<file path="src/rtl/hevc_fifo_pkg.sv">
// Shared constants and width helpers for the HEVC dataflow FIFO channels.
//   DATA_WIDTH_DEF : default word width of the write/read interfaces.
//   tag_width()    : width of a flux tag (at least 1 bit, even for one flux).
//   ptr_width()    : width of a per-flux read/write pointer (natural wrap).
//   cnt_width()    : width of a per-flux occupancy counter (0..DEPTH).
package hevc_fifo_pkg;

  localparam int DATA_WIDTH_DEF = 32;

  function automatic int tag_width(input int flux);
    return (flux > 1) ? $clog2(flux) : 1;
  endfunction

  function automatic int ptr_width(input int depth);
    return $clog2(depth);
  endfunction

  function automatic int cnt_width(input int depth);
    return $clog2(depth + 1);
  endfunction

endpackage

</file>
<file path="src/rtl/hevc_fifo_if.sv">
// Producer-side and consumer-side channel interfaces of the HEVC actors.
//   write_interface : write (in), din (in), full (out) as seen by the FIFO.
//   read_interface  : read[FLUX] (in), empty[FLUX] (out), dout (out) as seen
//                     by the FIFO.
interface write_interface #(
  parameter int DATA_WIDTH = 32
);
  logic                  write;
  logic [DATA_WIDTH-1:0] din;
  logic                  full;

  modport fifo  (input write, input din, output full);
  modport actor (output write, output din, input full);
endinterface

interface read_interface #(
  parameter int FLUX       = 2,
  parameter int DATA_WIDTH = 32
);
  logic [FLUX-1:0]       read;
  logic [FLUX-1:0]       empty;
  logic [DATA_WIDTH-1:0] dout;

  modport fifo  (input read, output empty, output dout);
  modport actor (output read, input empty, input dout);
endinterface

</file>
<file path="src/rtl/flux_queue.sv">
// Single first-word-fall-through queue.
//   clk, rst : clock and synchronous active-high reset (pointers/count only).
//   push     : store din this edge (caller guarantees the queue is not full).
//   pop      : drop the head this edge (caller guarantees not empty).
//   din      : write word.
//   head     : word at the read pointer, combinational from registered state.
//   empty    : count == 0.
//   full     : count == DEPTH.
module flux_queue
  import hevc_fifo_pkg::*;
#(
  parameter int DATA_WIDTH = DATA_WIDTH_DEF,
  parameter int DEPTH      = 8
) (
  input  logic                  clk,
  input  logic                  rst,
  input  logic                  push,
  input  logic                  pop,
  input  logic [DATA_WIDTH-1:0] din,
  output logic [DATA_WIDTH-1:0] head,
  output logic                  empty,
  output logic                  full
);

  localparam int PW = ptr_width(DEPTH);
  localparam int CW = cnt_width(DEPTH);

  // Asynchronous-read storage: the head must be visible in the same cycle
  // the consumer decides to pop, so no read register sits in front of it.
  logic [DATA_WIDTH-1:0] mem [DEPTH];
  logic [PW-1:0]         wr_ptr_reg;
  logic [PW-1:0]         rd_ptr_reg;
  logic [CW-1:0]         count_reg;

  always_ff @(posedge clk) begin
    if (push) mem[wr_ptr_reg] <= din;
  end

  always_ff @(posedge clk) begin
    if (rst) begin
      wr_ptr_reg <= '0;
      rd_ptr_reg <= '0;
      count_reg  <= '0;
    end else begin
      if (push) wr_ptr_reg <= wr_ptr_reg + 1'b1;
      if (pop)  rd_ptr_reg <= rd_ptr_reg + 1'b1;
      case ({push, pop})
        2'b10:   count_reg <= count_reg + 1'b1;
        2'b01:   count_reg <= count_reg - 1'b1;
        default: count_reg <= count_reg;
      endcase
    end
  end

  assign head  = mem[rd_ptr_reg];
  assign empty = (count_reg == '0);
  assign full  = (count_reg == CW'(DEPTH));

endmodule

</file>
<file path="src/rtl/flux_fifo.sv">
// Multi-flux FIFO channel: FLUX independent FWFT queues behind one write port
// and one shared read port that presents the highest-index non-empty flux.
//   clk, rst      : clock and synchronous active-high reset.
//   wr_tag        : destination flux of the current write.
//   write_port    : write/din in, full out (full of the flux named by wr_tag).
//   read_port     : read[FLUX] in, empty[FLUX] out, dout out (presented head).
//   err_overflow  : sticky, a write hit a full flux.
//   err_underflow : sticky, a read was not exactly the presented non-empty flux.
module flux_fifo
  import hevc_fifo_pkg::*;
#(
  parameter int FLUX       = 2,
  parameter int DATA_WIDTH = DATA_WIDTH_DEF,
  parameter int DEPTH      = 8
) (
  input  logic                     clk,
  input  logic                     rst,
  input  logic [tag_width(FLUX)-1:0] wr_tag,
  write_interface.fifo             write_port,
  read_interface.fifo              read_port,
  output logic                     err_overflow,
  output logic                     err_underflow
);

  localparam int TW = tag_width(FLUX);

  logic [DATA_WIDTH-1:0] head_q [FLUX];
  logic [FLUX-1:0]       empty_q;
  logic [FLUX-1:0]       full_q;
  logic [FLUX-1:0]       push;
  logic [FLUX-1:0]       pop;
  logic [FLUX-1:0]       sel_onehot;
  logic [TW-1:0]         sel;
  logic                  full;
  logic                  read_ok;
  logic                  err_overflow_reg;
  logic                  err_underflow_reg;

  genvar gi;
  generate
    for (gi = 0; gi < FLUX; gi++) begin : g_flux
      assign push[gi] = write_port.write && !full && (wr_tag == TW'(gi));
      assign pop[gi]  = read_ok && read_port.read[gi];

      flux_queue #(
        .DATA_WIDTH (DATA_WIDTH),
        .DEPTH      (DEPTH)
      ) u_queue (
        .clk   (clk),
        .rst   (rst),
        .push  (push[gi]),
        .pop   (pop[gi]),
        .din   (write_port.din),
        .head  (head_q[gi]),
        .empty (empty_q[gi]),
        .full  (full_q[gi])
      );
    end
  endgenerate

  // A tag that names no existing flux (non-power-of-two FLUX) reads as full,
  // so such writes are dropped and flagged rather than lost silently.
  always_comb begin
    full = 1'b1;
    if (int'(wr_tag) < FLUX) full = full_q[wr_tag];
  end

  // Priority encoder: ascending scan so the highest non-empty index wins.
  always_comb begin
    sel = '0;
    for (int i = 0; i < FLUX; i++) begin
      if (!empty_q[i]) sel = TW'(i);
    end
  end

  // A read is legal only as a single bit on the presented, non-empty flux.
  always_comb begin
    sel_onehot      = '0;
    sel_onehot[sel] = 1'b1;
    read_ok         = (read_port.read == sel_onehot) && !empty_q[sel];
  end

  always_ff @(posedge clk) begin
    if (rst) begin
      err_overflow_reg  <= 1'b0;
      err_underflow_reg <= 1'b0;
    end else begin
      if (write_port.write && full)       err_overflow_reg  <= 1'b1;
      if ((|read_port.read) && !read_ok)  err_underflow_reg <= 1'b1;
    end
  end

  assign write_port.full = full;
  assign read_port.empty = empty_q;
  assign read_port.dout  = (&empty_q) ? '0 : head_q[sel];
  assign err_overflow    = err_overflow_reg;
  assign err_underflow   = err_underflow_reg;

endmodule

</file>
<file path="src/flat_wrapper.sv">
// flat-port wrapper written by rule: the top's interface ports become plain ports
module flux_fifo_flat import hevc_fifo_pkg::*;
#(
  parameter int FLUX       = 2,
  parameter int DATA_WIDTH = DATA_WIDTH_DEF,
  parameter int DEPTH      = 8
)
  (clk, rst, wr_tag, err_overflow, err_underflow, write_port_write, write_port_din, write_port_full, read_port_read, read_port_empty, read_port_dout);
  write_interface #(.DATA_WIDTH(DATA_WIDTH)) write_port_i ();
  read_interface #(.FLUX(FLUX), .DATA_WIDTH(DATA_WIDTH)) read_port_i ();
  input  logic clk;
  input  logic rst;
  input  logic [tag_width(FLUX)-1:0] wr_tag;
  output logic err_overflow;
  output logic err_underflow;
  input wire logic [$bits(write_port_i.write)-1:0] write_port_write;
  input wire logic [$bits(write_port_i.din)-1:0] write_port_din;
  output wire logic [$bits(write_port_i.full)-1:0] write_port_full;
  input wire logic [$bits(read_port_i.read)-1:0] read_port_read;
  output wire logic [$bits(read_port_i.empty)-1:0] read_port_empty;
  output wire logic [$bits(read_port_i.dout)-1:0] read_port_dout;
  assign write_port_i.write = write_port_write;
  assign write_port_i.din = write_port_din;
  assign write_port_full = write_port_i.full;
  assign read_port_i.read = read_port_read;
  assign read_port_empty = read_port_i.empty;
  assign read_port_dout = read_port_i.dout;
  flux_fifo #(.FLUX(FLUX), .DATA_WIDTH(DATA_WIDTH), .DEPTH(DEPTH)) u_core (.clk(clk), .rst(rst), .wr_tag(wr_tag), .write_port(write_port_i), .read_port(read_port_i), .err_overflow(err_overflow), .err_underflow(err_underflow));
endmodule
</file>
<file path="config.mk">
export PLATFORM = sky130hd
export DESIGN_NAME = flux_fifo_flat
export DESIGN_NICKNAME = d
export VERILOG_FILES = /design/src/rtl/hevc_fifo_pkg.sv /design/src/rtl/hevc_fifo_if.sv /design/src/rtl/flux_queue.sv /design/src/rtl/flux_fifo.sv /design/src/flat_wrapper.sv
export SDC_FILE = /design/constraint.sdc
export NUM_CORES = 1
export LEC_CHECK = 0
export ABC_AREA = 1
export CORE_AREA = 4 4 215 217
export CTS_CLUSTER_DIAMETER = 30
export CTS_CLUSTER_SIZE = 40
export DETAILED_ROUTE_END_ITERATION = 10
export DIE_AREA = 0 0 219 221
export HOLD_SLACK_MARGIN = 0.03
export PLACE_DENSITY = 0.72
export SLEW_MARGIN = 20
export SYNTH_ARGS = -nofsm -noshare
export SYNTH_HDL_FRONTEND = slang
export SYNTH_HIERARCHICAL = 1
export SYNTH_SLANG_ARGS = --single-unit
</file>
<file path="constraint.sdc">
create_clock -name clk -period 4.5 [get_ports clk]
set_clock_uncertainty 0.05 [all_clocks]
set_input_delay 0.9 -clock clk [delete_from_list [all_inputs] [get_ports clk]]
set_output_delay 0.9 -clock clk [all_outputs]
set_load 0.02 [all_outputs]
</file>
==> Word level (Yosys, flattened, before mapping) <==
Memory sizes are Yosys's and may differ from the RTL's. A register that Yosys moved wholly into a read port is not among the register bits.
Index checks and enable logic that the tools add are counted.
{ "word_totals": {"ff_bits": 22, "latch_bits": 0, "ramBits": 512, "romBits": 0, "inputBits": 38, "out_inout_bits": 37, "word_cells": 70, "n_memories": 2} }
{ "mem_list": {"columns": ["name", "depth", "word_bits", "rd", "rd_ports_with_merged_regs", "write_ports", "line", "rtl"], "rows": [
  ["u_core.g_flux[0].u_queue.mem", 8, 32, 1, 1, 1, "flux_queue.sv:30", "logic [DATA_WIDTH-1:0] mem [DEPTH];"],
  ["u_core.g_flux[1].u_queue.mem", 8, 32, 1, 1, 1, "flux_queue.sv:30", null]
]} }
{ "op_classes": {"addsub": 8, "multipliers": 0, "div": 0, "magnitude_cmp": 4, "eq_ne": 7, "shift": 0, "muxes": 21, "bitwise_logic": 2, "n_reduce_logical": 18} }
{ "ops": {"columns": ["operator", "n"], "rows": [
  ["32-bit 2-to-1 mux", 4],
  ["4-bit case mux with 2 select lines", 2],
  ["3-bit by 1-bit adder with 3-bit output, second input constant", 4],
  ["3-bit 2-to-1 mux", 4],
  ["1-bit 2-to-1 mux", 10],
  ["1-bit logical AND", 9],
  ["4-bit by 1-bit adder with 4-bit output, second input constant", 2],
  ["4-bit == test, second input constant", 2],
  ["4-bit zero test", 2],
  ["4-bit by 1-bit subtractor with 4-bit output, second input constant", 2],
  ["2-bit by 1-bit == test with 1-bit output, second input constant", 2],
  ["2-bit == test, second input constant", 2],
  ["1-bit by 2-bit less-than comparator with 1-bit output, second input constant", 2],
  ["2-bit nonzero test", 2],
  ["1-bit zero test", 3],
  ["2-bit == test", 1],
  ["2-bit >= comparator, second input constant", 1],
  ["1-bit NOT with 2-bit output", 1],
  ["2-bit AND reduction", 1],
  ["2-bit OR reduction", 1],
  ["1-bit demux with 1-bit select", 1],
  ["1-bit >= comparator, second input constant", 1],
  ["1-bit NOT", 1]
]} }

==> Logic depth before layout (Yosys ltp) <==
Gate-level depths: netlist of the first run.
{ "depth": {"depth_word": 11, "mapped_depth": 16, "depth_no_buf": 16} }

==> Cells and area by module <==
The synthesis of the first run kept the hierarchy.
{ "by_module_without_submodules": {"columns": ["mod", "instances", "cells_per_inst", "area_per_inst_um2"], "rows": [
  ["flux_queue (u_core.g_flux[1].u_queue)", 1, 809, 10611.4],
  ["flux_queue (u_core.g_flux[0].u_queue)", 1, 809, 10610.2],
  ["flux_fifo", 1, 132, 635.6]
]} }

==> Least setup slack after synthesis of the first run <==
No wires, ideal clock.
{ "synth_timing": {"kind": "input port to flip-flop", "from": "in wr_tag", "to": "mem u_core.g_flux[1].u_queue.mem[0][0] (enable)", "t_arrival_ns": 3.088, "t_required_ns": 4.029, "path_slack_ns": 0.941, "stages": 5, "path_buffers": 0, "cell_sequence": "inv_1 nor3_1 inv_1 or2_2 nor2_1"} }
{ "synth_via": {"elab_chain_len": 7} }
{ "synth_lines": {"columns": ["item", "line", "rtl"], "rows": [
  ["from (decl)", "flat_wrapper.sv:13", "input logic [tag_width(FLUX)-1:0] wr_tag;"],
  ["1-bit 2-to-1 mux (implied by the code) (2 in a row)", "flux_fifo.sv:65", "if (int'(wr_tag) < FLUX) full = full_q[wr_tag];"],
  ["1-bit zero test", "flux_fifo.sv:42", "assign push[gi] = write_port.write && !full && (wr_tag == TW'(gi));"],
  ["1-bit logical AND", "flux_fifo.sv:42", null],
  ["1-bit logical AND *", "flux_fifo.sv:42", null],
  ["named net u_core.push[1]", "flux_fifo.sv:30", "logic [FLUX-1:0] push;"],
  ["1-bit 2-to-1 mux *", "flux_queue.sv:36", "if (push) mem[wr_ptr_reg] <= din;"],
  ["1-bit 2-to-1 mux (implied by the code) *", "flux_queue.sv:36", null],
  ["to (decl)", "flux_queue.sv:30", null]
]} }
Mark *: on every way through the listed nets, which the timed path passes. The rest lies on a longest branch. The select of a mux whose other input is x is not followed.

==> results of run 1 <==
[report_power, final]
group | leakage (nW) | internal [mW] | switching [mW]
registers | 4.85 | 5.63 | 0.121
clock network | 1.71 | 5.16 | 2.53
logic | 2.85 | 0.799 | 1.55
[per-layer routing]
layer  track usage [%]  up-vias
li1                  -     6526
met1             29.82     7047
met2             33.72      629
met3             5.748      107
met4             7.564        2
met5                 0        -
[worst max-delay path: stages, from the launching register on]
cell,delay (ps)
dfxtp_4,610
buf_4,480
nor2_1,120
nor2_1,110
o21ai_0,100
o21ai_1,120
nand2_1,70
nand2_1,80
nand2_1,60
nand2_1,170
clkdlybuf4s50_1,650
[cells in the final DEF (no fill, tap or decap), types with 17 or more instances in the layout]
master / count
buf_12: 17
buf_4: 24
bufinv_16: 17
clkbuf_16: 101
clkdlybuf4s50_1: 74
clkinv_2: 19
dfxtp_1: 24
edfxtp_1: 512
inv_1: 36
mux2i_1: 64
nand2_1: 296
nand3_1: 40
nor2_1: 274
o21ai_0: 214
o21ai_1: 46
o22ai_1: 64
[stage by stage]
stage | util [%] | instances | hold slack (ps) | power [mW]
after floorplan | - | 1750 | 419.7 | 7.218
after global placement | 52.97 | 2355 | 388.9 | 8.100
after detailed placement | 52.97 | 2355 | 402.2 | 8.151
after CTS | 61.02 | 2545 | 412.7 | 15.88
after global routing | 61.02 | 2545 | 439.7 | 16.34
final | 61.02 | 2545 | 406.9 | 15.79
[cell type report]
| class | count | area (um2) |
|---|---|---|
| fillers | 3335 | 17200 |
| flip-flops and latches | 540 | 15950 |
| multi-input cells | 1068 | 5263 |
| clock buffers | 112 | 2599 |
| repair buffers | 115 | 1261 |
| clock inverters | 78 | 953.4 |
| well taps | 592 | 740.7 |
| inverters | 40 | 157.7 |
[worst max path at each step]
| stage | to | cells past startpoint | slack [ps] | from |
|---|---|---|---|---|
| 6_report | read_port_dout[21] | 10 | 340 | flop |
| 3_5_place_dp | u_core/g_flux[1].u_queue/mem[1][22]$_DFFE_PP_ | 6 | 830 | wr_tag |
| 3_3_place_gp | u_core/g_flux[1].u_queue/mem[1][21]$_DFFE_PP_ | 6 | 890 | wr_tag |
| 4_1_cts | read_port_dout[22] | 10 | 330 | flop |
| 2_1_floorplan | u_core/g_flux[1].u_queue/mem[0][0]$_DFFE_PP_ | 5 | 940 | wr_tag |
| 5_1_grt | read_port_dout[19] | 10 | 130 | flop |
[cells by family after synthesis]
kind of cell	count (synthesis)	synth area share, %
simple gates	641	11.37
flops	540	72.91
compound gates	347	8.392
buf+inv	142	3.589
mux	64	2.931
fa+ha+maj	10	0.5724
xor+xnor	6	0.2404
==> summary.md, run 1 <==
| Metric | Value |
|---|---|
| P&R area growth vs syn | 23.18% |
| Peak Freq | 0.2401 GHz |
| Largest net degree at the start of global routing | 73 |
| H-tree depth | 3 |
| CTS tree | built |
| Final setup fails | 0 |
| Ratio of cells with drive above 1 in the final layout | 12.29% |
| Syn nets | 1798 |
| FF-to-FF End | u_core/g_flux[0].u_queue/count_reg[2]$_SDFFE_PP0P_ |
| Total GRT Usage | 21.68% |
| Routability cong. | 0.7944 |
| Initial Utilization | 49.53% |
| Area share of the largest cell type after synthesis | 70.34% |
| # diodes | 0 |
| Wl on met1 | 22220 um |
| Vias in the first global route | 14378 |
| Gates resized, CTS repair | 0 |
| Worst min path class | reg -> reg |
| Synthesized instance count | 1750 |
| Pwr dens | 586.6 mW/mm2 |
| Initial antenna violation count | 1 |
| Max Slew Vio Count | 0 |
| Core Region | 0.04412 mm2 |
| DR WL met2 | 24890 um |
| Setup WS post-layout | 335.4 ps |
| CTS max path bufs | 3 |
| RSZ-0062 raised after global routing | no |
| Setup crit start kind | flop |
| Syn avg cell area | 12.49 um2 |
| Pre-Repair DR Iteration Count | 5 |
| Hold Crit Depth | 2 |
| Sequential area share after synthesis | 72.91% |
| Top Metal Used | met5 |
| Post-cts hold buffer count | 0 |
| CTS sink count | 540 |
| Fin area | 0.02692 mm2 |
| Worst-path clk slew | 50 ps |
| Final ANT Viol Nets | 0 |
| WHS Endpoint | u_core/err_underflow$_SDFFE_PP0P_ |
| Post-DP Area | 0.02337 mm2 |
| Worst Reg2Reg Path Length in Cells | 15 |
| Count leader, synth | edfxtp_1 |
| Max cap viols | 0 |
| Nets | 1914 |
| R2R Setup Slk | 1580 ps |
| Io pins | 75 |
| Number of synthesis warnings | 6 |
| Pre-CTS setup slack | 825.3 ps |
| Setup crit end kind | primary output |
| Routed vias | 14311 |
| Synth cell types | 30 |
| Arrival time worst endpoint | 3210 ps |
| Fin. Hold Viols | 0 |
| Die width | 219 um |
| Port Buffer Count | 74 |
| First-pass GRT wire length | 81360 um |
| Residual DRC | 0 |
| Critical Path RT | 3550 ps |
| Crit Path Category | reg -> out |
| Die area | 0.04840 mm2 |
| Top FF cell, synth | edfxtp_1 |
| Top cells by count, synth | 512 x edfxtp_1, 296 x nand2_1, 290 x nor2_1, 214 x o21ai_0 |
| Total congestion overflow | 0 |
| CTS Buf Count | 101 |
| Flip-flop and latch count after synthesis | 540 |
| Async SR Flop Fraction | 0% |
| Total negative slack | 0 ps |
| Clk Tree Root Cell | clkbuf_16 |
| Worst Tran Pin Value | 943.1 ps |
| Max FFs per register | 512 |
| Status | finished, final reports clean |
| Routed WL | 53350 um |
| Min Tclk post-route | 4165 ps |
| Post-DP HPWL | 28400 um |
| Drt initial violations | 1504 |
| EDFF count, synth | 512 |
| Post-CTS setup buffers | 0 |
| Final worst-path cycle share | 92.55% |
| Post-synth top area cell | edfxtp_1 |
| Die Y | 221 um |
| Reg2reg start | u_core/g_flux[0].u_queue/count_reg[0]$_SDFFE_PP0P_ |
| Lkg Pwr | 9.413 nW |
| Worst-skew pair later-pin latency | 610 ps |
| Mapped cell area | 0.02186 mm2 |
| Drt wl/cell | 20.96 um |
| Worst VDD drop | 649.3 uV |
| HP Start | u_core/err_underflow$_SDFFE_PP0P_ |
| Site row count | 77 |
| Slew headroom | 36.93% |
| Crit-path max FO | 37 |
| WL met3 | 4973 um |
| Top cells by area, synth | edfxtp_1 70%, nand2_1 5.1%, nor2_1 5.0% |
| Vias per inst | 5.623 |
Note: power is estimated with default switching activity, not from simulation.
==> run 2: changes to the inputs <==
MAX_ROUTING_LAYER = met4   (was default)
==> summary.md, run 2 (synthesis gave the netlist of run 1 again) <==
| Metric | Value |
|---|---|
| H-tree depth | 3 (unchanged) |
| Worst-skew pair later-pin latency | 610 ps (about the same) |
| Die Y | 221 um (unchanged) |
| Routability cong. | 0.8077 (+1.7%) |
| Total GRT Usage | 22.36% (+0.67 points) |
| Most common cell after layout, fill and taps aside | edfxtp_1 |
| Initial Utilization | 49.53% (unchanged) |
| R2R Setup Slk | 1590 ps (about the same) |
| Worst min path class | reg -> reg |
| Vias per inst | 5.631 (+0.14%) |
| Total power | 15.79 mW (about the same) |
| Io pins | 75 (unchanged) |
| Critical Path RT | 3550 ps (about the same) |
| CTS tree | built |
| Die width | 219 um (unchanged) |
| Drt wl/cell | 20.95 um (about the same) |
| Cells after DPL | 2355 (unchanged) |
| Core Region | 0.04412 mm2 (unchanged) |
| Routed vias | 14336 (+0.17%) |
| Peak Freq | 0.2405 GHz (+0.14%) |
| Nets | 1914 (unchanged) |
| Crit-path max FO | 37 (unchanged) |
| Fin. Hold Viols | 0 (unchanged) |
| Most frequent cells in the layout | 512 x edfxtp_1, 296 x nand2_1, 274 x nor2_1 |
| Min Tclk post-route | 4159 ps (-6.014 ps) |
| Port Buffer Count | 74 (unchanged) |
| Pre-CTS setup slack | 825.3 ps (unchanged) |
| RSZ-0062 raised after global routing | no |
| Slew headroom | 37.70% (+0.76 points) |
| Max FFs per register | 512 (unchanged) |
| Setup crit end kind | primary output |
| Drt initial violations | 1445 (-3.9%) |
| Total congestion overflow | 0 (unchanged) |
| Pwr dens | 586.6 mW/mm2 (about the same) |
| Worst VDD drop | 647.2 uV (-0.33%) |
| Post-DP HPWL | 28400 um (unchanged) |
| Lkg Pwr | 9.413 nW (unchanged) |
| Final setup fails | 0 (unchanged) |
| Setup WS post-layout | 341.4 ps (+6.014 ps) |
| CTS Buf Count | 101 (unchanged) |
| Residual DRC | 0 (unchanged) |
| Final worst-path cycle share | 92.41% (-0.13 points) |
| CTS max path bufs | 3 (unchanged) |
| Post-CTS setup buffers | 0 (unchanged) |
| Initial antenna violation count | 1 (unchanged) |
| Final ANT Viol Nets | 0 (unchanged) |
| Clk Tree Root Cell | clkbuf_16 |
| Post-cts hold buffer count | 0 (unchanged) |
| P&R area growth vs syn | 23.20% (about the same) |
| Setup crit start kind | flop |
| Final std cells w/o fill | 2546 (+0.039%) |
| Worst Tran Pin Value | 933.2 ps (-9.873 ps) |
| Worst-path clk slew | 50 ps (about the same) |
| Vias in the first global route | 14349 (-0.20%) |
| First-pass GRT wire length | 81320 um (about the same) |
| Status | finished, final reports clean |
| Routed WL | 53350 um (unchanged) |
| Crit Path Category | reg -> out |
| Post-DP Area | 0.02337 mm2 (unchanged) |
| Arrival time worst endpoint | 3210 ps (about the same) |
| Gates resized, CTS repair | 0 (unchanged) |
| Total negative slack | 0 ps (unchanged) |
| Max Slew Vio Count | 0 (unchanged) |
| Ratio of cells with drive above 1 in the final layout | 12.29% (unchanged) |
| Max cap viols | 0 (unchanged) |
| Site row count | 77 (unchanged) |
| Largest net degree at the start of global routing | 73 (unchanged) |
| Die area | 0.04840 mm2 (unchanged) |
| Pre-Repair DR Iteration Count | 5 (unchanged) |
| CTS sink count | 540 (unchanged) |
| Fin area | 0.02693 mm2 (about the same) |
==> run 2: cell count changes in the layout (fill, tap and decap cells not counted) <==
| cell | before | now |
|---|---|---|
| diode_2 | 0 | 1 |
==> run 2: through the flow <==
step | util (%) | hold WS, ps
detailed placement | 52.97 | 402.2
global placement | 52.97 | 388.9
global route | 61.02 | 439.7
finish | 61.02 | 411.3
CTS | 61.02 | 412.7
floorplan | - | 419.7
==> run 2: path summary, 6_finish.rpt <==
check / start / end / cells after the start
hold reg to reg: u_core/err_underflow$_SDFFE_PP0P_ / u_core/err_underflow$_SDFFE_PP0P_ / 2
hold / removal: u_core/err_underflow$_SDFFE_PP0P_ / u_core/err_underflow$_SDFFE_PP0P_ / 2
setup / recovery: flop / read_port_dout[21] / 10
setup reg to reg: u_core/g_flux[0].u_queue/count_reg[0]$_SDFFE_PP0P_ / u_core/g_flux[0].u_queue/count_reg[2]$_SDFFE_PP0P_ / 15
==> run 2: power breakdown <==
group | leakage, nW | switching [mW] | internal (mW)
registers | 4.85 | 0.122 | 5.63
logic | 2.85 | 1.55 | 0.799
clock network | 1.71 | 2.54 | 5.16
total | 9.41 | 4.21 | 11.6
==> run 2: per-layer routing <==
metal  global-route usage [%]  part of all wire, %  up-vias
li1                         -                    -     6532
met1                    29.97                   41     7013
met2                    33.74                   47      696
met3                    5.583                  9.5       95
met4                    7.564                  2.1        0
met5                        -                    0        -
==> run 2: area by class of cell <==
class | count | area [um2]
multi-input combinational | 1068 | 5263
tap | 592 | 740.7
fill | 3334 | 17200
sequential | 540 | 15950
timing repair buffer | 115 | 1261
clock buffer | 112 | 2599
inverter | 40 | 157.7
antenna | 1 | 2.502
clock inverter | 78 | 953.4
==> run 2: worst max-delay path, cell delays in order (launching register included) <==
cell and delay, ps:
dfxtp_4 610, buf_4 500, nor2_1 110, nor2_1 110, o21ai_0 90, o21ai_1 120, nand2_1 70, nand2_1 80
nand2_1 60, nand2_1 170, clkdlybuf4s50_1 660
==> run 3: changes to the inputs <==
clock period = 4.2 ns   (was 4.5 ns; I/O delays follow)
==> summary.md, run 3 (synthesis gave the netlist of run 1 again) <==
| Metric | Value |
|---|---|
| H-tree depth | 3 (unchanged) |
| Status | finished, final reports clean |
| Int Power | 12.24 mW (+5.7%) |
| Total power | 16.86 mW (+6.7%) |
| Total negative slack | 0 ps (unchanged) |
| Slew headroom | 39.99% (+2.3 points) |
| Most frequent cells in the layout | 512 x edfxtp_1, 296 x nand2_1, 274 x nor2_1 |
| Routability cong. | 0.8261 (+2.3%) |
| P&R area growth vs syn | 23.37% |
| Crit Path Category | reg -> out |
| Ratio of cells with drive above 1 in the final layout | 12.62% (+0.33 points) |
| Die Y | 221 um (unchanged) |
| Residual DRC | 0 (unchanged) |
| CTS tree | built |
| Clock network power share | 48.4% (-0.3 points) |
| Routed WL | 54490 um (+2.1%) |
| Gate power share | 15.3% (+0.4 points) |
| Final Util | 61.11% (+0.085 points) |
| Most common cell after layout, fill and taps aside | edfxtp_1 |
| Worst-path clk slew | 40 ps (about the same) |
| Initial Utilization | 49.53% (unchanged) |
| Fin. Hold Viols | 0 (unchanged) |
| Lkg Pwr | 9.396 nW (-0.18%) |
| Cells after DPL | 2362 (+0.30%) |
| Post-DP HPWL | 29790 um (+4.9%) |
| Min Tclk post-route | 4067 ps |
| Critical Path RT | 3310 ps (-240 ps) |
| Sequential share of power | 36.3% (about the same) |
| Largest net degree at the start of global routing | 77 (+5.5%) |
| Sw Ratio | 27.37% (+0.73 points) |
| CTS max path bufs | 3 (unchanged) |
| Post-cts hold buffer count | 0 (unchanged) |
| Die area | 0.04840 mm2 (unchanged) |
| Core Region | 0.04412 mm2 (unchanged) |
| Max Slew Vio Count | 0 (unchanged) |
| Total GRT Usage | 22.85% (+0.49 points) |
| Site row count | 77 (unchanged) |
| Worst Tran Pin Value | 897.3 ps (-35.89 ps) |
| Final std cells w/o fill | 2550 (+0.16%) |
| Port Buffer Count | 74 (unchanged) |
| Final ANT Viol Nets | 0 (unchanged) |
| Peak Freq | 0.2459 GHz |
| Pre-Repair DR Iteration Count | 5 (unchanged) |
| Nets | 1919 (+0.26%) |
| Clk Tree Root Cell | clkbuf_16 |
| HP Start | u_core/err_underflow$_SDFFE_PP0P_ |
| Crit-path max FO | 46 (+24%) |
| Vias per inst | 5.684 (+0.95%) |
| CTS sink count | 540 (unchanged) |
| Fillers | 3238 (-2.9%) |
| Max FFs per register | 512 (unchanged) |
| First-pass GRT wire length | 83150 um (+2.2%) |
| Io pins | 75 (unchanged) |
| RSZ-0062 raised after global routing | no |
| Arrival time worst endpoint | 3180 ps (-30 ps) |
| Reg2reg start | u_core/g_flux[0].u_queue/count_reg[0]$_SDFFE_PP0P_ |
| Switching pwr | 4.613 mW (+9.6%) |
| Final worst-path cycle share | 96.83% |
| Worst VDD drop | 611.4 uV (-5.5%) |
| Setup crit start kind | flop |
| Drt wl/cell | 21.37 um (+2.0%) |
| Pwr dens | 625.1 mW/mm2 (+6.6%) |
| Routed vias | 14495 (+1.1%) |
| Initial antenna violation count | 0 (-1) |
| Total congestion overflow | 0 (unchanged) |
| Worst-skew pair later-pin latency | 610 ps (about the same) |
| Die width | 219 um (unchanged) |
| Max cap viols | 0 (unchanged) |
| Drt initial violations | 1612 (+12%) |
| Setup crit end kind | primary output |
| Vias in the first global route | 14430 (+0.56%) |
| Worst min path class | reg -> reg |
| CTS Buf Count | 98 (-3.0%) |
| Final setup fails | 0 (unchanged) |
## run 3: cell count changes in the layout (fill, tap and decap cells not counted), moves of 4 or more
cell	previous run	this run
buf_4	24	32
clkbuf_1	8	4
clkinv_2	19	7
clkinv_4	6	13
clkinvlp_4	13	20
inv_6	5	11
## run 3: cell type report
cell class                 instances  area, um2  area share, %
sequential                       540      15950          59.15
multi-input combinational       1068       5263          19.52
clock buffer                     104       2517          9.336
timing repair buffer             123       1329          4.928
clock inverter                    82       1003          3.721
tap                              592      740.7          2.747
inverter                          40      158.9         0.5893
antenna                            1      2.502       0.009280
## run 3: repair_timing
action / in CTS / in global routing
buffers inserted: 0 / 1
endpoints found under the setup margin: 0 / 7
gates resized for setup: 0 / 1
hold endpoints to repair: 0 / 0
## run 3: critical path, stage by stage (launching register included)
cell	delay (ps)
dfxtp_4	430
buf_4	500
o21ai_0	220
o21ai_1	200
nand2_1	80
nand2_1	100
nand3_1	80
nand2_1	250
clkdlybuf4s50_1	660
## run 3: power groups by stage
stage	Combinational (mW)	Sequential, mW	Clock, mW
2_1_floorplan	1.56	6.17	0
3_3_place_gp	2.45	6.22	0
3_5_place_dp	2.49	6.23	0
4_1_cts	2.53	6.13	8.26
5_1_grt	2.76	6.13	8.55
6_report	2.57	6.12	8.16
## run 3: metal layers
| metal | up-vias | global-route usage (%) | wire length, um | part of all wire (%) |
|---|---|---|---|---|
| met5 | - | - | 0 | 0 |
| met4 | 0 | 7.584 | 1392 | 2.6 |
| met3 | 121 | 4.403 | 4515 | 8.3 |
| met2 | 724 | 35.11 | 26100 | 48 |
| met1 | 7091 | 31.01 | 22480 | 41 |
| li1 | 6559 | - | - | - |
## run 3: path summary, 6_finish.rpt
kind / endpoint / slack (ps) / depth (start not counted)
hold / removal: u_core/err_underflow$_SDFFE_PP0P_ / 410 / 2
hold reg to reg: u_core/err_underflow$_SDFFE_PP0P_ / 410 / 2
setup / recovery: read_port_dout[0] / 130 / 8
setup reg to reg: u_core/g_flux[0].u_queue/count_reg[2]$_SDFFE_PP0P_ / 1320 / 15
## run 3: metrics by stage
stage | hold slack, ps | worst slack (ps) | area [um2]
floorplan | 419.7 | 701.1 | 21860
global placement | 389.9 | 717.8 | 23410
global route | 449.5 | 2.615 | 26960
finish | 410.1 | 133.0 | 26960
detailed placement | 407.0 | 689.3 | 23410
CTS | 412.1 | 36.34 | 26930
